==> config.mk <==
export PLATFORM = sky130hd
export DESIGN_NAME = spi_txn_arbiter
export DESIGN_NICKNAME = d
export VERILOG_FILES = /design/src/rtl/spi_txn_arbiter.sv
export SDC_FILE = /design/constraint.sdc
export NUM_CORES = 1
export LEC_CHECK = 0
export CAP_MARGIN = 15
export CORE_ASPECT_RATIO = 0.6
export CORE_MARGIN = 2
export CORE_UTILIZATION = 45
export DETAILED_ROUTE_END_ITERATION = 8
export HOLD_SLACK_MARGIN = 0.1
export PLACE_DENSITY = 0.84
export SLEW_MARGIN = 20
export SYNTH_ARGS = -nofsm -noshare
export SYNTH_HDL_FRONTEND = slang
export SYNTH_SLANG_ARGS = --single-unit
==> constraint.sdc <==
create_clock -name clk -period 3.4 [get_ports clk]
set_input_delay 0.68 -clock clk [delete_from_list [all_inputs] [get_ports clk]]
set_output_delay 0.68 -clock clk [all_outputs]
set_load 0.05 [all_outputs]
==> src/rtl/spi_txn_arbiter.sv <==
`default_nettype none
// ============================================================================
//  Module      : spi_txn_arbiter
//  Description : Round-robin arbiter/sequencer that shares one SPI master
//                between NUM_REQ requesters. A selected requester's tx word
//                is latched and a one-cycle start pulse is issued to the
//                master. When the master reports completion, the received
//                word is returned with a one-cycle done pulse to the
//                requester that was served.
//  Revision    : 1.0 - initial release
// ----------------------------------------------------------------------------
//  Parameters
//    NUM_REQ      number of requesters (>= 2)
//    Data_width   SPI word width, must match the SPI master
//    TIMEOUT_CYC  WAIT-state cycle limit (only with SPI_ARB_TIMEOUT_EN)
//  Optional feature macro
//    SPI_ARB_TIMEOUT_EN  enables the WAIT-state watchdog; without it the
//                        arbiter waits indefinitely and o_timeout is 0
//  Ports
//    clk         in   system clock, rising edge
//    rst         in   asynchronous active-high reset
//    i_req       in   [NUM_REQ]   request level per requester
//    i_req_data  in   [NUM_REQ*Data_width] packed tx words, req k at
//                     [k*Data_width +: Data_width]
//    o_grant     out  [NUM_REQ]   one-hot grant, START through DONE
//    o_done      out  [NUM_REQ]   one-cycle completion pulse
//    o_rx_data   out  [Data_width] received word, held until next DONE
//    o_busy      out  high in any state other than IDLE
//    o_timeout   out  one-cycle watchdog-abort pulse alongside o_done
//    m_start     out  one-cycle start pulse to SPI master
//    m_tx_data   out  [Data_width] word to SPI master
//    m_done      in   SPI master transfer complete
//    m_rx_data   in   [Data_width] word received by SPI master
// ============================================================================
module spi_txn_arbiter #(
    parameter int NUM_REQ     = 4,
    parameter int Data_width  = 8,
    parameter int TIMEOUT_CYC = 1024
) (
    input  logic                          clk,
    input  logic                          rst,
    input  logic [NUM_REQ-1:0]            i_req,
    input  logic [NUM_REQ*Data_width-1:0] i_req_data,
    output logic [NUM_REQ-1:0]            o_grant,
    output logic [NUM_REQ-1:0]            o_done,
    output logic [Data_width-1:0]         o_rx_data,
    output logic                          o_busy,
    output logic                          o_timeout,
    output logic                          m_start,
    output logic [Data_width-1:0]         m_tx_data,
    input  logic                          m_done,
    input  logic [Data_width-1:0]         m_rx_data
);

    localparam int                 c_ptr_w = (NUM_REQ > 1) ? $clog2(NUM_REQ) : 1;
    localparam logic [NUM_REQ-1:0] c_one   = NUM_REQ'(1);

    typedef enum logic [1:0] {
        ST_IDLE  = 2'd0,
        ST_START = 2'd1,
        ST_WAIT  = 2'd2,
        ST_DONE  = 2'd3
    } state_t;

    state_t               r_state;
    logic [c_ptr_w-1:0]   r_ptr;   // last requester served
    logic [c_ptr_w-1:0]   r_idx;   // requester currently being served

    logic [Data_width-1:0] w_req_words [NUM_REQ];
    logic                  w_found;
    logic [c_ptr_w-1:0]    w_sel;
    logic [c_ptr_w-1:0]    w_cand;
    int                    w_cand_int;
    logic [NUM_REQ-1:0]    w_sel_onehot;

`ifdef SPI_ARB_TIMEOUT_EN
    localparam logic [31:0] c_tmo_last = 32'(TIMEOUT_CYC - 1);
    logic [31:0]            r_wait_cnt;
    logic                   r_timeout;
    assign o_timeout = r_timeout;
`else
    assign o_timeout = 1'b0;
`endif

    // Unpack the flat tx-word bus into one word per requester
    for (genvar g = 0; g < NUM_REQ; g++) begin : g_unpack
        assign w_req_words[g] = i_req_data[g*Data_width +: Data_width];
    end

    // Round-robin search: start one past the last served requester and wrap,
    // so the requester just served is the last one considered.
    always_comb begin
        w_found    = 1'b0;
        w_sel      = r_ptr;
        w_cand     = '0;
        w_cand_int = 0;
        for (int i = 1; i <= NUM_REQ; i++) begin
            w_cand_int = int'(r_ptr) + i;
            if (w_cand_int >= NUM_REQ) begin
                w_cand_int = w_cand_int - NUM_REQ;
            end
            w_cand = c_ptr_w'(w_cand_int);
            if (!w_found && i_req[w_cand]) begin
                w_found = 1'b1;
                w_sel   = w_cand;
            end
        end
    end

    assign w_sel_onehot = c_one << w_sel;

    always_ff @(posedge clk or posedge rst) begin
        if (rst) begin
            r_state   <= ST_IDLE;
            r_ptr     <= c_ptr_w'(NUM_REQ - 1);
            r_idx     <= '0;
            o_grant   <= '0;
            o_done    <= '0;
            o_rx_data <= '0;
            o_busy    <= 1'b0;
            m_start   <= 1'b0;
            m_tx_data <= '0;
`ifdef SPI_ARB_TIMEOUT_EN
            r_wait_cnt <= '0;
            r_timeout  <= 1'b0;
`endif
        end else begin
            case (r_state)
                ST_IDLE: begin
                    // Outputs for START are set here so they appear
                    // registered in the START cycle itself.
                    if (w_found) begin
                        r_idx     <= w_sel;
                        m_tx_data <= w_req_words[w_sel];
                        m_start   <= 1'b1;
                        o_grant   <= w_sel_onehot;
                        o_busy    <= 1'b1;
                        r_state   <= ST_START;
                    end
                end
                ST_START: begin
                    // m_done is deliberately not looked at here
                    m_start <= 1'b0;
`ifdef SPI_ARB_TIMEOUT_EN
                    r_wait_cnt <= '0;
`endif
                    r_state <= ST_WAIT;
                end
                ST_WAIT: begin
                    if (m_done) begin
                        o_rx_data <= m_rx_data;
                        o_done    <= o_grant;
                        r_state   <= ST_DONE;
                    end
`ifdef SPI_ARB_TIMEOUT_EN
                    // Counter holds the number of completed WAIT cycles, so
                    // the last permitted cycle is TIMEOUT_CYC-1. A real
                    // m_done in that cycle wins via the branch above.
                    else if (r_wait_cnt == c_tmo_last) begin
                        o_rx_data <= '0;
                        o_done    <= o_grant;
                        r_timeout <= 1'b1;
                        r_state   <= ST_DONE;
                    end else begin
                        r_wait_cnt <= r_wait_cnt + 32'd1;
                    end
`endif
                end
                ST_DONE: begin
                    o_done  <= '0;
                    o_grant <= '0;
                    o_busy  <= 1'b0;
                    r_ptr   <= r_idx;
`ifdef SPI_ARB_TIMEOUT_EN
                    r_timeout <= 1'b0;
`endif
                    r_state <= ST_IDLE;
                end
                default: begin
                    r_state <= ST_IDLE;
                end
            endcase
        end
    end

endmodule
`default_nettype wire

==> results of run 1 <==
## cell usage after synthesis, types with 2 or more instances
| cell type | instances | area, sq um |
|---|---|---|
| o221ai_1 | 8 | 70.1 |
| inv_1 | 5 | 18.8 |
| mux2i_1 | 17 | 170 |
| clkbuf_1 | 2 | 7.51 |
| dfrtp_1 | 30 | 751 |
| a2bb2oi_2 | 2 | 30.0 |
| mux2_2 | 10 | 113 |
| nand2_4 | 2 | 22.5 |
| nand2_1 | 24 | 90.1 |
| ha_1 | 5 | 62.6 |
| buf_2 | 2 | 10.0 |
| buf_4 | 2 | 15.0 |
| nor2b_1 | 5 | 31.3 |
| a32oi_1 | 2 | 17.5 |
| o21ai_1 | 2 | 10.0 |
| dfstp_2 | 2 | 52.6 |
| nor2_1 | 5 | 18.8 |
| o21ai_0 | 11 | 55.1 |
| a31oi_1 | 3 | 18.8 |
## registers in the layout, summed over array words and instances, names as in the netlist
name       cells
r_ptr          2
o_done         4
m_tx_data      8
m_start        1
r_state        2
o_rx_data      8
r_idx          2
o_busy         1
o_grant        4
## cell usage in the layout (no fill, tap or decap)
| cell | n |
|---|---|
| mux2_2 | 10 |
| inv_1 | 5 |
| o221ai_1 | 8 |
| nand2_4 | 2 |
| nor2b_1 | 5 |
| o31ai_2 | 1 |
| a21oi_1 | 1 |
| o32a_1 | 1 |
| o21ai_1 | 2 |
| clkdlybuf4s50_1 | 72 |
| dfrtp_1 | 30 |
| o221a_2 | 1 |
| nand2_1 | 24 |
| clkbuf_1 | 2 |
| nor2_1 | 5 |
| ha_1 | 5 |
| o21ai_0 | 11 |
| mux2i_1 | 17 |
| clkbuf_8 | 6 |
| nor2_2 | 1 |
| and3b_1 | 1 |
| and2_4 | 1 |
| nand2b_1 | 1 |
| a32oi_1 | 2 |
| a2bb2oi_2 | 2 |
| dfstp_2 | 2 |
| buf_4 | 1 |
| conb_1 | 1 |
| or3_1 | 1 |
| or4_4 | 1 |
| o31a_1 | 1 |
| a22oi_1 | 1 |
| a31oi_1 | 3 |
## kinds of logic after synthesis
family / after synthesis / share of synthesized area [%]
AO/OA/AOI/OAI: 34 / 15.2
adder cells (fa/ha/maj): 5 / 3.71
buffers and inverters: 13 / 4.01
flip-flops: 32 / 47.6
multiplexers: 27 / 16.8
other: 1 / 0.222
AND/OR/NAND/NOR: 42 / 12.5
## metal layers
layer / vias to the layer above / track usage (%) / share of wire [%]
met5: - / 0 / 0
met4: 0 / 8.47 / 1.4
met3: 6 / 4.85 / 5.1
met2: 49 / 31.2 / 45
met1: 697 / 30.3 / 48
li1: 697 / - / -
## worst max path at each step
stage	startpoint	end	slack, ps	depth (start not counted)
finish	i_req[2]	m_tx_data[2]	1000	6
detailed placement	i_req[2]	m_tx_data[4]	710	6
floorplan	i_req[1]	o_grant[3]	1490	6
CTS	i_req[2]	m_tx_data[2]	1020	6
global route	i_req[2]	m_tx_data[4]	910	6
global placement	i_req[2]	m_tx_data[1]	780	6
## worst max-delay path: stages
cell and delay, ps:
clkdlybuf4s50_1 530, inv_1 60, a22oi_1 190, o221a_2 660
mux2i_1 270, o221ai_1 140
## power groups by stage
stage	sequential [uW]	clock, uW	combinational [uW]
after global placement	699	0	1500
after CTS	706	307	1530
after global routing	733	327	1620
final	706	303	1520
after floorplan	1170	0	606
after detailed placement	709	0	1530
## layout make-up
type / instances / area share (%)
multi-input cells: 109 / 32.4
flip-flops and latches: 32 / 31.9
repair buffers: 73 / 29.0
clock buffers: 8 / 3.58
well taps: 47 / 2.34
inverters: 5 / 0.746
## metrics by stage
step | setup WS [ps] | total power (uW)
3_3_place_gp | 776 | 2200
3_5_place_dp | 713 | 2230
5_1_grt | 911 | 2670
6_report | 997 | 2530
4_1_cts | 1020 | 2540
2_1_floorplan | 1490 | 1770
==> results.json, run 1 <==
{
  "finalHoldViolCount": 0,
  "wl_mm": 4.28,
  "seq_area_sq_um": 803,
  "insertion_delay_ps": 290,
  "overflow": 0,
  "worstPathArrival_ps": 2550,
  "timing.rr.end": "m_tx_data[2]",
  "htreeDepth": 2,
  "path_max_fanout": 21,
  "fin_cells": 274,
  "portBuffers": 72,
  "synth_cell_types": 34,
  "drc_errors": 0,
  "synth-seq-cells": 32,
  "hold_path_class": "reg2reg",
  "placementRows": 17,
  "p_int_uw": 1320,
  "min_to": "r_idx[1]",
  "drv_slew": 0,
  "cts_made_buffers": 5,
  "crit_required_ps": 3550,
  "grt_max_degree": 33,
  "cts.sinks": 32,
  "cp-end-kind": "flip-flop",
  "clock_path_buffers": 2,
  "hold_depth": 2,
  "min_period_ps": 2400,
  "hold_start": "r_idx[1]",
  "switching_power_uw": 1210,
  "timing.rr.start": "r_ptr[1]",
  "cts_root_buf": "clkbuf_8",
  "synth_top_flop_cell": "dfrtp_1",
  "p_clk_share_pct": 12.0,
  "async_flop_share_pct": 100,
  "cts.repair.resized": 0,
  "skew_ps": 6.07,
  "wl_per_cell_microns": 15.6,
  "swShare_pct": 47.8,
  "slew_headroom_pct": 55.9,
  "worstMarginPinSlew_ps": 661,
  "grt_pass1_wl_mm": 6.98,
  "diodes": 0,
  "fmax_ghz": 0.416,
  "setup_tns_ps": 0,
  "sequentialPowerShare_pct": 27.9,
  "area_delta_synth_final_pct": 49.1,
  "post_cts_buffers": 0,
  "final_util_pct": 69.1,
  "routed-via-count": 1449,
  "p_leak_uw": 0.00109,
  "setup_viol": 0,
  "reg2reg_slack_ps": 1370,
  "fillers": 290,
  "multi_input_area_sq_um": 816,
  "yosys_warnings": 0,
  "die_h_microns": 51.4,
  "drt_first_pass_iters": 4,
  "dp_hpwl_mm": 3.20,
  "rsz0062_at_grt": "false",
  "grtUsageTotal_pct": 21.2,
  "final_cell_area_sq_um": 2510,
  "seq_area_frac_synth_pct": 47.6,
  "dp.cells": 266,
  "grt_pass1_vias": 1412,
  "drive_gt1_share_pct": 12.3,
  "ant_nets": 0,
  "syn_avg_cell_area_sq_um": 11.0,
  "crit_path_start_kind": "primary input",
  "status": "complete, no violations",
  "io_pins": 74,
  "num-nets-final": 278,
  "cts_tree": "done",
  "viasPerCell": 5.29,
  "core_sq_um": 3640,
  "hold_slack_ps": 489,
  "start_util_pct": 46.4,
  "power_density_nw_per_um2": 1000,
  "place_area_sq_um": 2420,
  "cts_hold_buf": 0,
  "irDropWorstVdd_mv": 0.623,
  "dieWidth_microns": 83.0,
  "crit_type": "in2reg",
  "drtIter0Drc": 99,
  "synth_cells": 154,
  "synth_edf_count": 0,
  "antenna_found_initial": 0,
  "syn_area_sq_um": 1690,
  "gp_congestion": 0.796,
  "dieArea_sq_um": 4270,
  "clkTransAtPathRegs_ps": 60,
  "pwr-share-comb_pct": 60.1,
  "syn_nets": 206,
  "rr_worst_depth": 4,
  "drv_cap": 0,
  "min_period_over_period_pct": 70.7
}
No activity file was read; power rests on OpenSTA's default activity.
==> run 2: changes to the inputs <==
- CORE_UTILIZATION: 45 -> 42
- PLACE_DENSITY: 0.84 -> 0.79
- clock period: 3.4 -> 2.4 ns (I/O delays scaled with it)
==> results.json, run 2 (same netlist as run 1, synthesis figures left out) <==
{
  "p_leak_uw": 0.00111,
  "power_density_nw_per_um2": 1440,
  "antenna_found_initial": 0,
  "multi_input_area_sq_um": 816,
  "grtUsageTotal_pct": 21.3,
  "rr_worst_depth": 5,
  "wl_mm": 4.64,
  "drv_slew": 0,
  "cts.repair.resized": 0,
  "layout_commonest_cell": "clkdlybuf4s50_1",
  "fillers": 277,
  "pwr-share-comb_pct": 60.1,
  "cts_made_buffers": 5,
  "fin_cells": 276,
  "p_int_uw": 1930,
  "insertion_delay_ps": 290,
  "wl_per_cell_microns": 16.8,
  "cts_tree": "done",
  "drt_first_pass_iters": 6,
  "grt_pass1_vias": 1447,
  "ant_nets": 0,
  "cp_cell_sequence": "clkdlybuf4s50_1",
  "reg2reg_slack_ps": 590,
  "timing.rr.start": "r_state[0]",
  "crit_required_ps": 1920,
  "grt_max_degree": 33,
  "grt_pass1_wl_mm": 7.15,
  "setup_tns_ps": 0,
  "cts_hold_buf": 0,
  "min_period_ps": 2030,
  "crit_path_start_kind": "flip-flop",
  "io_pins": 74,
  "crit_type": "reg2out",
  "placementRows": 17,
  "min_period_over_period_pct": 84.8,
  "swShare_pct": 47.5,
  "crit_slowest_cell": "clkdlybuf4s50_1",
  "drc_errors": 0,
  "min_to": "r_idx[1]",
  "hold_start": "r_idx[1]",
  "hold_depth": 2,
  "dp.cells": 268,
  "die_h_microns": 53.1,
  "portBuffers": 72,
  "timing.rr.end": "r_state[0]",
  "critical-path-max-stage-delay_ps": 840,
  "skew_ps": 7.58,
  "dieWidth_microns": 85.8,
  "overflow": 0,
  "core_sq_um": 3760,
  "final_cell_mix": "clkdlybuf4s50_1 (72), dfrtp_1 (30), nand2_1 (24)",
  "dp_hpwl_mm": 3.68,
  "drive_gt1_share_pct": 13.5,
  "irDropWorstVdd_mv": 0.648,
  "top_regs": "m_tx_data x8, o_rx_data x8",
  "clock_path_buffers": 2,
  "switching_power_uw": 1750,
  "drv_cap": 0,
  "clkTransAtPathRegs_ps": 60,
  "rsz0062_at_grt": "false",
  "routed-via-count": 1466,
  "cp-end-kind": "output port",
  "num-nets-final": 280,
  "p_total_uw": 3680,
  "gp_congestion": 0.821,
  "start_util_pct": 44.8,
  "drtIter0Drc": 84,
  "cts.sinks": 32,
  "sequentialPowerShare_pct": 27.5,
  "worstMarginPinSlew_ps": 518,
  "post_cts_buffers": 0,
  "dieArea_sq_um": 4560,
  "crit_buf_inv": 1,
  "hold_path_class": "reg2reg",
  "worstPathArrival_ps": 1550,
  "htreeDepth": 2,
  "path_max_fanout": 4,
  "cts_root_buf": "clkbuf_8",
  "crit_family": "buffers and inverters",
  "area_delta_synth_final_pct": 51.3,
  "viasPerCell": 5.31,
  "status": "complete, no violations",
  "finalHoldViolCount": 0,
  "fmax_ghz": 0.491,
  "diodes": 0,
  "setup_viol": 0,
  "seq_area_sq_um": 803,
  "p_clk_share_pct": 12.4,
  "slew_headroom_pct": 65.3
}
==> run 2: cell count changes in the layout (fill, tap and decap cells not counted) <==
cell	change
clkbuf_8	+1
buf_12	+1
clkbuf_1	-1
buf_4	+1
==> run 2: final cells by class <==
cell class / count / share of cell area, %
sequential: 32 / 31.5
inverter: 5 / 0.735
tap: 47 / 2.30
clock buffer: 8 / 3.92
timing repair buffer: 75 / 29.6
multi-input combinational: 109 / 32.0
==> run 2: per-stage QoR <==
stage	area (sq um)	hold WS [ps]	utilization, %	setup slack [ps]
after floorplan	1690	441	-	673
after global placement	2450	457	65.1	232
after detailed placement	2450	473	65.1	164
after CTS	2550	489	67.8	371
after global routing	2550	521	67.8	337
final	2550	485	67.8	365
==> run 2: power groups by stage <==
stage | combinational (uW) | clock (uW) | sequential (uW)
6_report | 2210 | 457 | 1010
5_1_grt | 2340 | 486 | 1040
4_1_cts | 2220 | 462 | 1010
3_5_place_dp | 2210 | 0 | 1010
3_3_place_gp | 2150 | 0 | 988
2_1_floorplan | 858 | 0 | 1650
==> run 2: per-layer routing <==
metal | routed length [microns] | vias to the layer above | GRT usage, %
met5 | 0 | - | 0
met2 | 2220 | 37 | 32.0
met3 | 198 | 8 | 5.46
li1 | - | 698 | -
met1 | 2150 | 723 | 29.1
met4 | 68 | 0 | 9.52
==> run 2: worst max-delay path by stage <==
stage                     startpoint      endpoint  depth (start not counted)
final                     o_grant[3]    o_grant[3]                          1
after global routing      o_grant[1]    o_grant[1]                          1
after CTS                 o_grant[3]    o_grant[3]                          1
after detailed placement    i_req[2]  m_tx_data[2]                          7
after global placement      i_req[1]    o_grant[3]                          6
after floorplan             r_ptr[1]  m_tx_data[0]                          6
==> run 3: changes to the inputs <==
- clock period: 2.4 -> 1.89 ns (I/O delays scaled with it)
==> results.json, run 3 (same netlist as run 1, synthesis figures left out) <==
{
  "status": "finished, violations left",
  "violations": "design-rule violations",
  "crit_required_ps": 1510,
  "start_util_pct": 44.8,
  "min_period_over_period_pct": 96.9,
  "drv_cap": 0,
  "drt_first_pass_iters": 7,
  "cts.sinks": 32,
  "crit_type": "reg2out",
  "final_util_pct": 68.1,
  "worstMarginPinSlew_ps": 511,
  "overflow": 0,
  "path_max_fanout": 2,
  "cp_cell_sequence": "clkdlybuf4s50_1",
  "fmax_ghz": 0.546,
  "fillers": 282,
  "top_regs": "m_tx_data x8, o_rx_data x8",
  "setup_viol": 0,
  "portBuffers": 72,
  "crit_path_start_kind": "flip-flop",
  "drive_gt1_share_pct": 19.7,
  "min_period_ps": 1830,
  "dieArea_sq_um": 4560,
  "die_h_microns": 53.1,
  "area_delta_synth_final_pct": 52.1,
  "crit_family": "buffers and inverters",
  "post_cts_buffers": 0,
  "wl_per_cell_microns": 17.1,
  "hold_path_class": "in2async",
  "crit_slowest_cell": "clkdlybuf4s50_1",
  "wl_mm": 4.82,
  "antenna_found_initial": 0,
  "p_total_uw": 4690,
  "routed-via-count": 1506,
  "cts_root_buf": "clkbuf_8",
  "layout_commonest_cell": "clkdlybuf4s50_1",
  "p_leak_uw": 0.00115,
  "viasPerCell": 5.36,
  "drc_errors": 2,
  "ant_nets": 0,
  "finalHoldViolCount": 0,
  "irDropWorstVdd_mv": 0.737,
  "cts.repair.resized": 0,
  "cts_made_buffers": 5,
  "dieWidth_microns": 85.8,
  "clock_path_buffers": 2,
  "seq_area_sq_um": 803,
  "io_pins": 74,
  "worstPathArrival_ps": 1450,
  "reg2reg_slack_ps": 150,
  "timing.rr.end": "m_tx_data[5]",
  "grtUsageTotal_pct": 23.2,
  "grt_pass1_vias": 1508,
  "diodes": 0,
  "dp_hpwl_mm": 3.75,
  "core_sq_um": 3760,
  "timing.rr.start": "r_ptr[1]",
  "cts_tree": "done",
  "power_density_nw_per_um2": 1830,
  "rsz0062_at_grt": "false",
  "final_cell_mix": "clkdlybuf4s50_1 (61), dfrtp_1 (30), nand2_1 (24)",
  "multi_input_area_sq_um": 816,
  "insertion_delay_ps": 280,
  "placementRows": 17,
  "htreeDepth": 2,
  "cp-end-kind": "output port",
  "clkTransAtPathRegs_ps": 60,
  "rr_worst_depth": 5,
  "slew_headroom_pct": 65.8,
  "drtIter0Drc": 102,
  "gp_congestion": 0.792,
  "skew_ps": 5.58,
  "drv_slew": 0,
  "crit_buf_inv": 1,
  "grt_max_degree": 33,
  "critical-path-max-stage-delay_ps": 810,
  "num-nets-final": 285,
  "grt_pass1_wl_mm": 7.73,
  "cts_hold_buf": 0
}
[run 3: power by group]
part	switching (uW)	total [uW]	leakage [uW]	internal [uW]
registers	260	1290	0.000395	1030
clock network	244	540	0.0000455	297
logic	1730	2860	0.000708	1130
[run 3: metal layers]
layer,wire [microns],track usage (%),vias to the layer above
li1,-,-,707
met3,220,6.40,13
met2,2340,36.3,37
met4,102,10.6,0
met5,0,0,-
met1,2150,30.5,749
[run 3: worst register-to-register path, cell delays in order, from the launching register on]
cell	delay (ps)
dfstp_2	620
mux2i_1	210
o221a_2	230
buf_12	180
mux2i_1	240
o221ai_1	130
[run 3: cell type report]
class                   instances  area share [%]
well taps                      47            2.29
flip-flops and latches         32            31.3
repair buffers                 80            30.3
multi-input cells             109            31.8
inverters                       5           0.732
clock buffers                   8            3.51
[run 3: how the worst max path moves through the flow]
stage,end,cells after the start,startpoint,slack (ps)
6_report,m_tx_data[6],1,m_tx_data[6],60
5_1_grt,m_tx_data[6],1,m_tx_data[6],4
4_1_cts,o_rx_data[6],1,o_rx_data[6],40
3_5_place_dp,o_grant[3],6,i_req[0],-200
3_3_place_gp,o_grant[3],6,i_req[0],-140
2_1_floorplan,m_tx_data[0],6,r_ptr[1],160
[run 3: stage by stage]
stage                     hold WS [ps]  area [sq um]  TNS (ps)  worst slack, ps  instances
after floorplan                    441          1690         0              163        154
after global placement             458          2470     -1220             -144        273
after detailed placement           471          2470     -2230             -200        273
after CTS                          487          2560         0             40.4        281
after global routing               529          2560         0             3.63        281
final                              485          2560         0             57.9        281
